--- config.mk ---
export PLATFORM = sky130hd
export DESIGN_NAME = datapath_bus
export DESIGN_NICKNAME = d
export VERILOG_FILES = /design/src/rtl/datapath_bus_pkg.sv /design/src/rtl/datapath_alu.sv /design/src/rtl/datapath_bus.sv
export SDC_FILE = /design/constraint.sdc
export NUM_CORES = 1
export LEC_CHECK = 0
export BUFFER_PORTS_ARGS = -buffer_cell sky130_fd_sc_hd__buf_2
export CELL_PAD_IN_SITES_DETAIL_PLACEMENT = 1
export CELL_PAD_IN_SITES_GLOBAL_PLACEMENT = 2
export CORE_ASPECT_RATIO = 0.6
export CORE_UTILIZATION = 38
export CTS_CLUSTER_DIAMETER = 50
export DETAILED_ROUTE_END_ITERATION = 8
export PLACE_DENSITY = 0.91
export SKIP_LAST_GASP = 1
export SYNTH_ARGS = -nofsm -noshare
export SYNTH_HDL_FRONTEND = slang
export SYNTH_SLANG_ARGS = --single-unit
--- constraint.sdc ---
create_clock -name clk -period 5.3 [get_ports clk]
set_input_delay 0.265 -clock clk [delete_from_list [all_inputs] [get_ports clk]]
set_output_delay 0.265 -clock clk [all_outputs]
set_load 0.01 [all_outputs]
--- src/rtl/datapath_bus_pkg.sv ---
// datapath_bus_pkg
//   Shared encodings for the datapath responder: bus source codes carried on
//   read_en, bit positions inside write_en/inc_en/clr_en, ALU operation codes
//   and the default widths.
//   Configuration macro DP_ALU_MULT_EN (used by datapath_alu) enables the
//   multiplier behind ALU_MULT.
package datapath_bus_pkg;

  localparam int DW_DEF = 16;
  localparam int IW_DEF = 6;

  // read_en: which register drives the shared bus
  typedef enum logic [3:0] {
    SRC_NONE = 4'd0,
    SRC_PC   = 4'd1,
    SRC_AR   = 4'd2,
    SRC_IR   = 4'd4,
    SRC_AC   = 4'd5,
    SRC_R    = 4'd6,
    SRC_R1   = 4'd7,
    SRC_R2   = 4'd8,
    SRC_R3   = 4'd9,
    SRC_R4   = 4'd10,
    SRC_DM   = 4'd12,
    SRC_IM   = 4'd13
  } src_e;

  // write_en / inc_en / clr_en bit positions
  localparam int WB_PC     = 1;
  localparam int WB_AR     = 2;
  localparam int WB_IR     = 3;
  localparam int WB_AC     = 4;
  localparam int WB_R      = 5;
  localparam int WB_R4     = 7;
  localparam int WB_R3     = 8;
  localparam int WB_R2     = 9;
  localparam int WB_R1     = 10;
  localparam int WB_DM     = 11;
  localparam int WB_AC_ALU = 12;

  typedef enum logic [2:0] {
    ALU_NONE   = 3'd0,
    ALU_ADD    = 3'd1,
    ALU_SUB    = 3'd2,
    ALU_MULT   = 3'd3,
    ALU_LSHIFT = 3'd4
  } alu_op_e;

endpackage

--- src/rtl/datapath_alu.sv ---
// datapath_alu
//   Combinational ALU, A = AC, B = R, all results modulo 2^DW.
//   Ports:
//     i_a   in  DW  operand A (AC)
//     i_b   in  DW  operand B (R)
//     i_op  in  3   operation code (alu_op_e)
//     o_y   out DW  result
//   Configuration: DP_ALU_MULT_EN defined -> ALU_MULT returns low DW bits of
//   A*B; undefined -> no multiplier, ALU_MULT passes A through.
module datapath_alu
  import datapath_bus_pkg::*;
#(
  parameter int DW = DW_DEF
) (
  input  logic [DW-1:0] i_a,
  input  logic [DW-1:0] i_b,
  input  logic [2:0]    i_op,
  output logic [DW-1:0] o_y
);

  logic [DW-1:0] w_mult;

`ifdef DP_ALU_MULT_EN
  // DW x DW operands in a DW-wide context keep only the low half
  assign w_mult = i_a * i_b;
`else
  // Pass-through makes an AC write-back of a multiply a no-op
  assign w_mult = i_a;
  logic w_unused_b;
  assign w_unused_b = ^i_b;
`endif

  always_comb begin
    o_y = i_a;
    case (alu_op_e'(i_op))
      ALU_ADD:    o_y = i_a + i_b;
      ALU_SUB:    o_y = i_a - i_b;
      ALU_MULT:   o_y = w_mult;
      ALU_LSHIFT: o_y = {i_a[DW-2:0], 1'b0};
      default:    o_y = i_a;
    endcase
  end

endmodule

--- src/rtl/datapath_bus.sv ---
// datapath_bus
//   Datapath responder to the microcoded control FSM. Owns the shared bus,
//   PC/AR/IR/AC/R/R1-R4, a bus latch for split read/write transfers, the ALU
//   and the DM write strobe.
//   Ports:
//     clk, rst          clock, synchronous active-high reset
//     read_en     in 4  bus source select (src_e); unmapped codes drive 0
//     write_en    in 16 per-register write, bit 11 DM store, bit 12 AC<-ALU
//     inc_en      in 16 per-register increment (bits 1-10)
//     clr_en      in 16 per-register clear (bits 1-10)
//     alu_op      in 3  ALU operation
//     im_addr     out   PC;      im_rdata in  instruction memory data
//     dm_addr     out   AR;      dm_rdata in  data memory data
//     dm_wdata    out   AC captured with the store strobe
//     dm_we       out   one-cycle registered DM write strobe
//     instruction out   IR[IW-1:0]
//     z           out   {15'b0, AC==0}
//   Configuration: DP_ALU_MULT_EN (see datapath_alu).
module datapath_bus
  import datapath_bus_pkg::*;
#(
  parameter int DW = DW_DEF,
  parameter int IW = IW_DEF
) (
  input  logic          clk,
  input  logic          rst,
  input  logic [3:0]    read_en,
  input  logic [15:0]   write_en,
  input  logic [15:0]   inc_en,
  input  logic [15:0]   clr_en,
  input  logic [2:0]    alu_op,
  output logic [DW-1:0] im_addr,
  input  logic [DW-1:0] im_rdata,
  output logic [DW-1:0] dm_addr,
  input  logic [DW-1:0] dm_rdata,
  output logic [DW-1:0] dm_wdata,
  output logic          dm_we,
  output logic [IW-1:0] instruction,
  output logic [15:0]   z
);

  logic [DW-1:0] r_pc, r_ar, r_ir, r_ac, r_r;
  logic [DW-1:0] r_r1, r_r2, r_r3, r_r4;
  logic [DW-1:0] r_bus_latch;
  logic [DW-1:0] r_dm_wdata;
  logic          r_dm_we;

  logic [DW-1:0] w_bus;
  logic [DW-1:0] w_wd;
  logic [DW-1:0] w_alu_y;
  logic [DW-1:0] w_ac_wd;
  logic          w_bus_active;

  // Bits with no destination; gathered so they are visibly consumed
  logic w_unused_bits;
  assign w_unused_bits = ^{write_en[0], write_en[6], write_en[15:13],
                           inc_en[0], inc_en[6], inc_en[15:11],
                           clr_en[0], clr_en[6], clr_en[15:11]};

  always_comb begin
    w_bus = '0;
    case (src_e'(read_en))
      SRC_PC:  w_bus = r_pc;
      SRC_AR:  w_bus = r_ar;
      SRC_IR:  w_bus = r_ir;
      SRC_AC:  w_bus = r_ac;
      SRC_R:   w_bus = r_r;
      SRC_R1:  w_bus = r_r1;
      SRC_R2:  w_bus = r_r2;
      SRC_R3:  w_bus = r_r3;
      SRC_R4:  w_bus = r_r4;
      SRC_DM:  w_bus = dm_rdata;
      SRC_IM:  w_bus = im_rdata;
      default: w_bus = '0;
    endcase
  end

  assign w_bus_active = (read_en != 4'd0);
  // Live bus for same-cycle moves, latched value for the write half of a split transfer
  assign w_wd    = w_bus_active ? w_bus : r_bus_latch;
  assign w_ac_wd = write_en[WB_AC_ALU] ? w_alu_y : w_wd;

  datapath_alu #(.DW(DW)) u_alu (
    .i_a  (r_ac),
    .i_b  (r_r),
    .i_op (alu_op),
    .o_y  (w_alu_y)
  );

  // clr beats write beats inc; inc wraps naturally at 2^DW
  function automatic logic [DW-1:0] reg_next(input logic [DW-1:0] cur,
                                             input logic clr, input logic wr,
                                             input logic inc,
                                             input logic [DW-1:0] wd);
    if (clr)      return '0;
    else if (wr)  return wd;
    else if (inc) return cur + 1'b1;
    else          return cur;
  endfunction

  always_ff @(posedge clk) begin
    if (rst) begin
      r_pc        <= '0;
      r_ar        <= '0;
      r_ir        <= '0;
      r_ac        <= '0;
      r_r         <= '0;
      r_r1        <= '0;
      r_r2        <= '0;
      r_r3        <= '0;
      r_r4        <= '0;
      r_bus_latch <= '0;
      r_dm_we     <= 1'b0;
      r_dm_wdata  <= '0;
    end else begin
      if (w_bus_active) r_bus_latch <= w_bus;
      r_pc <= reg_next(r_pc, clr_en[WB_PC], write_en[WB_PC], inc_en[WB_PC], w_wd);
      r_ar <= reg_next(r_ar, clr_en[WB_AR], write_en[WB_AR], inc_en[WB_AR], w_wd);
      r_ir <= reg_next(r_ir, clr_en[WB_IR], write_en[WB_IR], inc_en[WB_IR], w_wd);
      r_ac <= reg_next(r_ac, clr_en[WB_AC], write_en[WB_AC], inc_en[WB_AC], w_ac_wd);
      r_r  <= reg_next(r_r,  clr_en[WB_R],  write_en[WB_R],  inc_en[WB_R],  w_wd);
      r_r1 <= reg_next(r_r1, clr_en[WB_R1], write_en[WB_R1], inc_en[WB_R1], w_wd);
      r_r2 <= reg_next(r_r2, clr_en[WB_R2], write_en[WB_R2], inc_en[WB_R2], w_wd);
      r_r3 <= reg_next(r_r3, clr_en[WB_R3], write_en[WB_R3], inc_en[WB_R3], w_wd);
      r_r4 <= reg_next(r_r4, clr_en[WB_R4], write_en[WB_R4], inc_en[WB_R4], w_wd);
      // Strobe and data registered together; DM captures on the following edge
      r_dm_we <= write_en[WB_DM];
      if (write_en[WB_DM]) r_dm_wdata <= r_ac;
    end
  end

  assign im_addr     = r_pc;
  assign dm_addr     = r_ar;
  assign dm_we       = r_dm_we;
  assign dm_wdata    = r_dm_wdata;
  assign instruction = r_ir[IW-1:0];
  assign z           = {15'b0, (r_ac == '0)};

endmodule

==> flow_summary.toml, run 1 <==
[synthesis]
yosys.area_share.xor_xnor_pct = 9.66
synthFlopType = "dfxtp_1"
yosys_warnings = 0
synth_top_family_by_area = "compound AO/OA/AOI/OAI gates"
yosys_register_bits = 177
synth_top_cell_area_share_pct = 29.2
yosysTopAreaCell = "dfxtp_1"
synth_compound_area_share_pct = 23.9
synth_area_leaders = "dfxtp_1 29%, a211oi_1 8.1%, nor2_1 6.7%"
synthAdderAreaFrac_pct = 2.84
synthCells = 1506
syn_avg_cell_area_um2 = 8.07
synth_edf_count = 0
synthSimpleGateAreaFrac_pct = 22.8
syn_area_um2 = 12200
synthMuxAreaShare_pct = 5.37
ys_seq_area_share_pct = 29.2
synthArstFlopShare_pct = 0
synthDistinctLibCells = 95

[clock_network]
ctsResizeCount = 0
cts_tree = "built"
postCtsSetupBuffers = 0
cts_buffers = 17
cts_sinks = 177
clock_path_buffers = 2
clk_pin_slew_ps = 70
clkLatencyLatePin_ps = 470
h-tree-depth = 4
root_buffer = "clkbuf_16"
cts_hold_buf = 0

[worst_setup_path]
worstSetupStartpointType = "flop"
r2r_slack_ps = 1490
endpoint = "r_ac[14]"
reg2reg_to = "r_ac[14]"
crit_type = "reg -> reg"
cp.required_ps = 5580
critPathLaunch = "r_r[2]"
rr_startpoint = "r_r[2]"
critPathMaxFanout = 10
endpoint_kind = "flop"
arrival_ps = 4090
reg2reg_depth = 13

[die]
fp.dieH_um = 141
die-area_um2 = 32700
placementRows = 50
coreArea_um2 = 31300
ios = 160
initial_core_util_pct = 38.8
die_x_um = 233

[drt]
wl_per_cell_um = 26.2
drt_first_pass_iters = 5
drt_iter0_markers = 1464
viasPerCell = 6.29
drc = 0
via_count = 12400
postRouteAntennaNets = 0
drt-total-wl_um = 51600

[timing]
grt_setup_unrepaired = "false"
maxSlewHeadroom_pct = 15.4
hold_ws_ps = 171
tightestPinTransition_ps = 1270
setup_tns_ps = 0
finalCritPeriodShare_pct = 71.8
period_needed_ps = 3810
maxSlewViolCount = 0
setup_viol = 0
worst_clock_skew_ps = 11.1
hold_viol = 0
timing.fmax_ghz = 0.263

[min_path]
hp-class = "in -> reg"

[grt]
grt_antenna_before_repair = 0
grt_pass1_wl_um = 75600
grt_max_degree = 44
grt_pass1_vias = 11600
overflow = 0
grtUsageTotal_pct = 31.4

[power_and_ir_drop]
swShare_pct = 33.1
clkPwrFrac_pct = 38.8
seqPwrFrac_pct = 40.6
pwr-share-comb_pct = 20.6
switching_power_uw = 1210
internal_power_uw = 2440
p_leak_uw = 0.00502
pwr_density_cell_nw_per_um2 = 273
irDropWorstVdd_v = 0.000244
finalPower_uw = 3650

[place]
dpl-instance-area_um2 = 12700
numPortBuffers = 125
place.gp.congestion = 1.00
hpwl_um = 37700

[layout]
fin_area_um2 = 13400
syn_to_final_growth_pct = 10.0
seq_area_um2 = 3540
antenna_cells = 0
nets = 1653
multi_input_area_um2 = 7910
final_layout_size_suffix_gt1_share_pct = 14.8
fin_util_pct = 42.7
fillerInstances = 3821

[outcome]
status = "finished clean"

[run]
drv_cap = 0
## flip-flops by register name, summed over array words and instances, names as in the netlist
register     cells
r_r             16
r_r1            16
r_bus_latch     16
dm_addr         16
r_r2            16
dm_we            1
r_ir            16
im_addr         16
r_r4            16
dm_wdata        16
r_ac            16
r_r3            16
## power by group through the flow
stage | registers (µW) | logic [µW] | clock network [µW]
floorplan | 1460 | 516 | 0
global placement | 1500 | 705 | 0
detailed placement | 1510 | 724 | 0
CTS | 1480 | 729 | 1440
global route | 1490 | 798 | 1480
finish | 1480 | 751 | 1420
## cells in the final DEF (no fill, tap or decap), types with 15 or more instances in the layout
master / instances
a211oi_1: 131
a21oi_1: 61
a22oi_1: 20
a31oi_1: 21
and3_1: 35
buf_2: 125
clkbuf_16: 17
conb_1: 15
dfxtp_1: 177
ha_1: 26
mux2i_1: 42
nand2_1: 89
nand3_1: 61
nand4_1: 36
nor2_1: 218
nor2b_1: 17
nor3_1: 21
o21ai_0: 44
xnor2_1: 91
xor2_1: 43
## final cells by class
class | instances | area share [%]
clock inverters | 13 | 1.49
multi-input cells | 1188 | 59.1
inverters | 18 | 0.505
flip-flops and latches | 177 | 26.5
repair buffers | 135 | 5.24
well taps | 416 | 3.89
clock buffers | 19 | 3.24
## metrics by stage
step	setup slack [ps]	instances
finish	1490	1966
global route	1240	1966
CTS	1640	1966
detailed placement	1720	1934
global placement	1790	1934
floorplan	2210	1520
## how the worst min path moves through the flow
stage,startpoint,end,depth (start not counted)
CTS,inc_en[4],r_ac[4],3
detailed placement,dm_wdata[15],dm_wdata[15],2
global placement,dm_wdata[11],dm_wdata[11],2
floorplan,inc_en[4],r_ac[4],2
global route,inc_en[4],r_ac[4],3
finish,inc_en[4],r_ac[4],3
## critical path: stages, from the launching register on
cell and delay, ps:
dfxtp_1 500, nor4_2 460, nand2_1 160, nor4_1 320
nor2_1 120, o31ai_1 290, xor2_1 220, ha_1 360
a21o_1 190, a21oi_1 260, o21bai_1 100, a311o_1 320
a21oi_1 240, a2111oi_2 70
## Yosys cell counts (35+ instances only)
cell type,count
nor2_1,218
dfxtp_1,177
a211oi_1,131
xnor2_1,91
nand2_1,89
clkbuf_1,67
a21oi_1,61
nand3_1,61
o21ai_0,44
xor2_1,43
mux2i_1,42
nand4_1,36
and3_1,35
## metal layers
layer	GRT usage (%)	part of all wire (%)	vias up
met5	0	0	-
met4	9.94	2.6	0
met3	8.98	11	81
met2	42.8	40	620
met1	46.5	47	6105
li1	-	-	5563
## cells by family (layout without fill, tap and decap cells)
| family | count (synthesis) | count (layout) |
|---|---|---|
| buffers and inverters | 155 | 185 |
| xor gates and xnor gates | 134 | 134 |
| and+or+nand+nor | 561 | 561 |
| DFF | 177 | 177 |
| muxes | 59 | 59 |
| adders and majority gates | 27 | 27 |
| AOI/OAI and AO/OA | 392 | 392 |
| other | 1 | 15 |
Note: power is estimated with default switching activity, not from simulation.
==> run 2, diff against run 1 <==
--- a/config.mk
+++ b/config.mk
@@ -5,14 +5,15 @@
 export SDC_FILE = /design/constraint.sdc
 export NUM_CORES = 1
 export LEC_CHECK = 0
+export ABC_AREA = 1
 export BUFFER_PORTS_ARGS = -buffer_cell sky130_fd_sc_hd__buf_2
 export CELL_PAD_IN_SITES_DETAIL_PLACEMENT = 1
 export CELL_PAD_IN_SITES_GLOBAL_PLACEMENT = 2
 export CORE_ASPECT_RATIO = 0.6
-export CORE_UTILIZATION = 38
+export CORE_UTILIZATION = 31
 export CTS_CLUSTER_DIAMETER = 50
 export DETAILED_ROUTE_END_ITERATION = 8
-export PLACE_DENSITY = 0.91
+export PLACE_DENSITY = 0.84
 export SKIP_LAST_GASP = 1
 export SYNTH_ARGS = -nofsm -noshare
 export SYNTH_HDL_FRONTEND = slang
==> constraint.sdc (replaced) <==
create_clock -name clk -period 3.75 [get_ports clk]
set_input_delay 0.1875 -clock clk [delete_from_list [all_inputs] [get_ports clk]]
set_output_delay 0.1875 -clock clk [all_outputs]
set_load 0.01 [all_outputs]
==> run 2 against run 1 <==
Effect of this change: final cell count grew 30%; maximum frequency grew 16%; combinational power grew 45%; critical path depth grew 6; sequential share of layout area shrank 0.52 points; flip-flop and latch count is the same; die area grew 21%; clock power grew 32%; routed wire length grew 10%; clock-buffer cell count shrank 2; synthesized cell count grew 29%.
==> flow_summary.toml, run 2 <==
[outcome]
status = "finished clean"

[timing]
maxSlewViolCount = 0
finalCritPeriodShare_pct = 87.7
maxSlewHeadroom_pct = 30.7
hold_viol = 0
grt_setup_unrepaired = "false"
timing.fmax_ghz = 0.304
setup_tns_ps = 0
period_needed_ps = 3290
tightestPinTransition_ps = 1040
worst_clock_skew_ps = 17.7
setup_viol = 0

[min_path]
hp-class = "in -> reg"
min_path_cells = 3
hold_start = "inc_en[8]"
min_to = "r_r3[1]"

[clock_network]
clkLatencyLatePin_ps = 460
cts_buffers = 17
cts_hold_buf = 0
clock_path_buffers = 2
cts_tree = "built"
root_buffer = "clkbuf_16"
postCtsSetupBuffers = 0
cts_sinks = 177
h-tree-depth = 4
clk_pin_slew_ps = 90

[grt]
grt_antenna_before_repair = 2
grt_pass1_vias = 13700
grt_pass1_wl_um = 85500
overflow = 0
grtUsageTotal_pct = 28.4
grt_max_degree = 34

[power_and_ir_drop]
p_leak_uw = 0.00560
pwr_density_cell_nw_per_um2 = 367
irDropWorstVdd_v = 0.000330

[synthesis]
synth_top_cell_area_share_pct = 29.4
synth_edf_count = 0
ys_seq_area_share_pct = 29.4
synthArstFlopShare_pct = 0
synthCells = 1940
synth_most_common_cell = "nand2_1"
synthFlopType = "dfxtp_1"
syn_avg_cell_area_um2 = 6.22
synth_area_leaders = "dfxtp_1 29%, nand2_1 15%, a21oi_1 8.5%"
yosys-top-cells-count = "481 x nand2_1, 213 x inv_1, 204 x a21oi_1, 194 x nor2_1, 177 x dfxtp_1"
yosys_register_bits = 177
syn_area_um2 = 12100
yosysTopAreaCell = "dfxtp_1"
yosys_warnings = 0
synthDistinctLibCells = 51

[drt]
drt-total-wl_um = 56900
viasPerCell = 5.60
via_count = 14300
drc = 0
postRouteAntennaNets = 0
drt_first_pass_iters = 7
wl_per_cell_um = 22.2
drt_iter0_markers = 1647

[worst_setup_path]
arrival_ps = 3680
cp.required_ps = 4140
endpoint_kind = "flop"
reg2reg_depth = 19
crit_type = "reg -> reg"
r2r_slack_ps = 460
rr_startpoint = "r_r[0]"
reg2reg_to = "r_ac[15]"
critPathMaxFanout = 6
worstSetupStartpointType = "flop"

[layout]
final_layout_size_suffix_gt1_share_pct = 10.5
nets = 2145
syn_to_final_growth_pct = 13.1
final_common_cell = "nand2_1"
stdcell_count = 2557
final_cell_mix = "481 x nand2_1, 213 x inv_1, 204 x a21oi_1"

[place]
hpwl_um = 44200
post-place-cells = 2523
numPortBuffers = 125
place.gp.congestion = 0.998

[die]
placementRows = 55
fp.dieH_um = 155
coreArea_um2 = 38000
initial_core_util_pct = 31.7
die_x_um = 257
die-area_um2 = 39700
ios = 160

[run]
drv_cap = 0
==> run 2: cell families after synthesis <==
| kind of cell | Yosys count | synth area share, % |
|---|---|---|
| AO/OA/AOI/OAI | 488 | 22.2 |
| XOR/XNOR | 43 | 3.12 |
| adder cells (fa/ha/maj) | 27 | 2.86 |
| buffers and inverters | 311 | 10.7 |
| flip-flops | 177 | 29.4 |
| other | 1 | 0.0311 |
| AND/OR/NAND/NOR | 893 | 31.7 |
==> run 2: area by class of cell <==
| class | instances | area, µm² |
|---|---|---|
| diodes | 2 | 5.00 |
| fillers | 5053 | 24300 |
| repair buffers | 137 | 716 |
| multi-input cells | 1466 | 7290 |
| clock inverters | 15 | 149 |
| inverters | 230 | 866 |
| flip-flops and latches | 177 | 3540 |
| well taps | 513 | 642 |
| clock buffers | 17 | 425 |
==> run 2: power by group <==
part,total (µW),switching (µW),internal [µW]
sequential,2040,92.9,1950
combinational,1090,779,311
clock,1870,929,937
total,5000,1800,3200
==> run 2: per-layer routing <==
metal	up-vias	global-route usage, %	wire, µm
met1	7055	44.9	28400
met4	0	6.43	862
met3	45	4.39	5200
li1	6605	-	-
met2	604	39.0	22500
met5	-	0	0
==> run 2: worst max-delay path by stage <==
stage	startpoint	end	slack [ps]	cells past startpoint
2_1_floorplan	r_r[0]	r_ac[15]	1000	19
3_3_place_gp	r_r[0]	r_ac[15]	500	19
3_5_place_dp	r_r[0]	r_ac[15]	360	19
4_1_cts	r_r[0]	r_ac[15]	350	19
5_1_grt	r_r[0]	r_ac[15]	70	19
6_report	r_r[0]	r_ac[15]	460	19
==> run 2: critical path: stages (launching register included) <==
cell,delay [ps]
dfxtp_1,370
inv_1,140
ha_1,190
nand3_1,110
nor2_1,180
nand4_1,170
o31ai_2,300
xor2_1,210
ha_1,320
a21oi_1,350
nand2_1,130
nand2_1,80
nand2_1,50
a21oi_1,110
nand2_1,80
nand3_1,150
nand2_1,80
nand2_1,60
nand2_1,50
a21oi_1,110
==> run 2: repair_timing <==
item,4_1_cts,5_1_grt
hold endpoints to repair,0,0
endpoints found under the setup margin,0,1
gates resized for setup,0,2
==> run 2: per-stage QoR <==
stage	hold WS [ps]	power (µW)	setup slack [ps]	cell area [µm²]	utilization, %
after floorplan	369	2730	996	12100	-
after global placement	481	3110	501	13100	34.4
after detailed placement	501	3140	359	13100	34.4
after CTS	80.7	4980	355	13600	35.9
after global routing	110	5210	68.3	13600	35.9
final	96.7	5000	460	13600	35.9
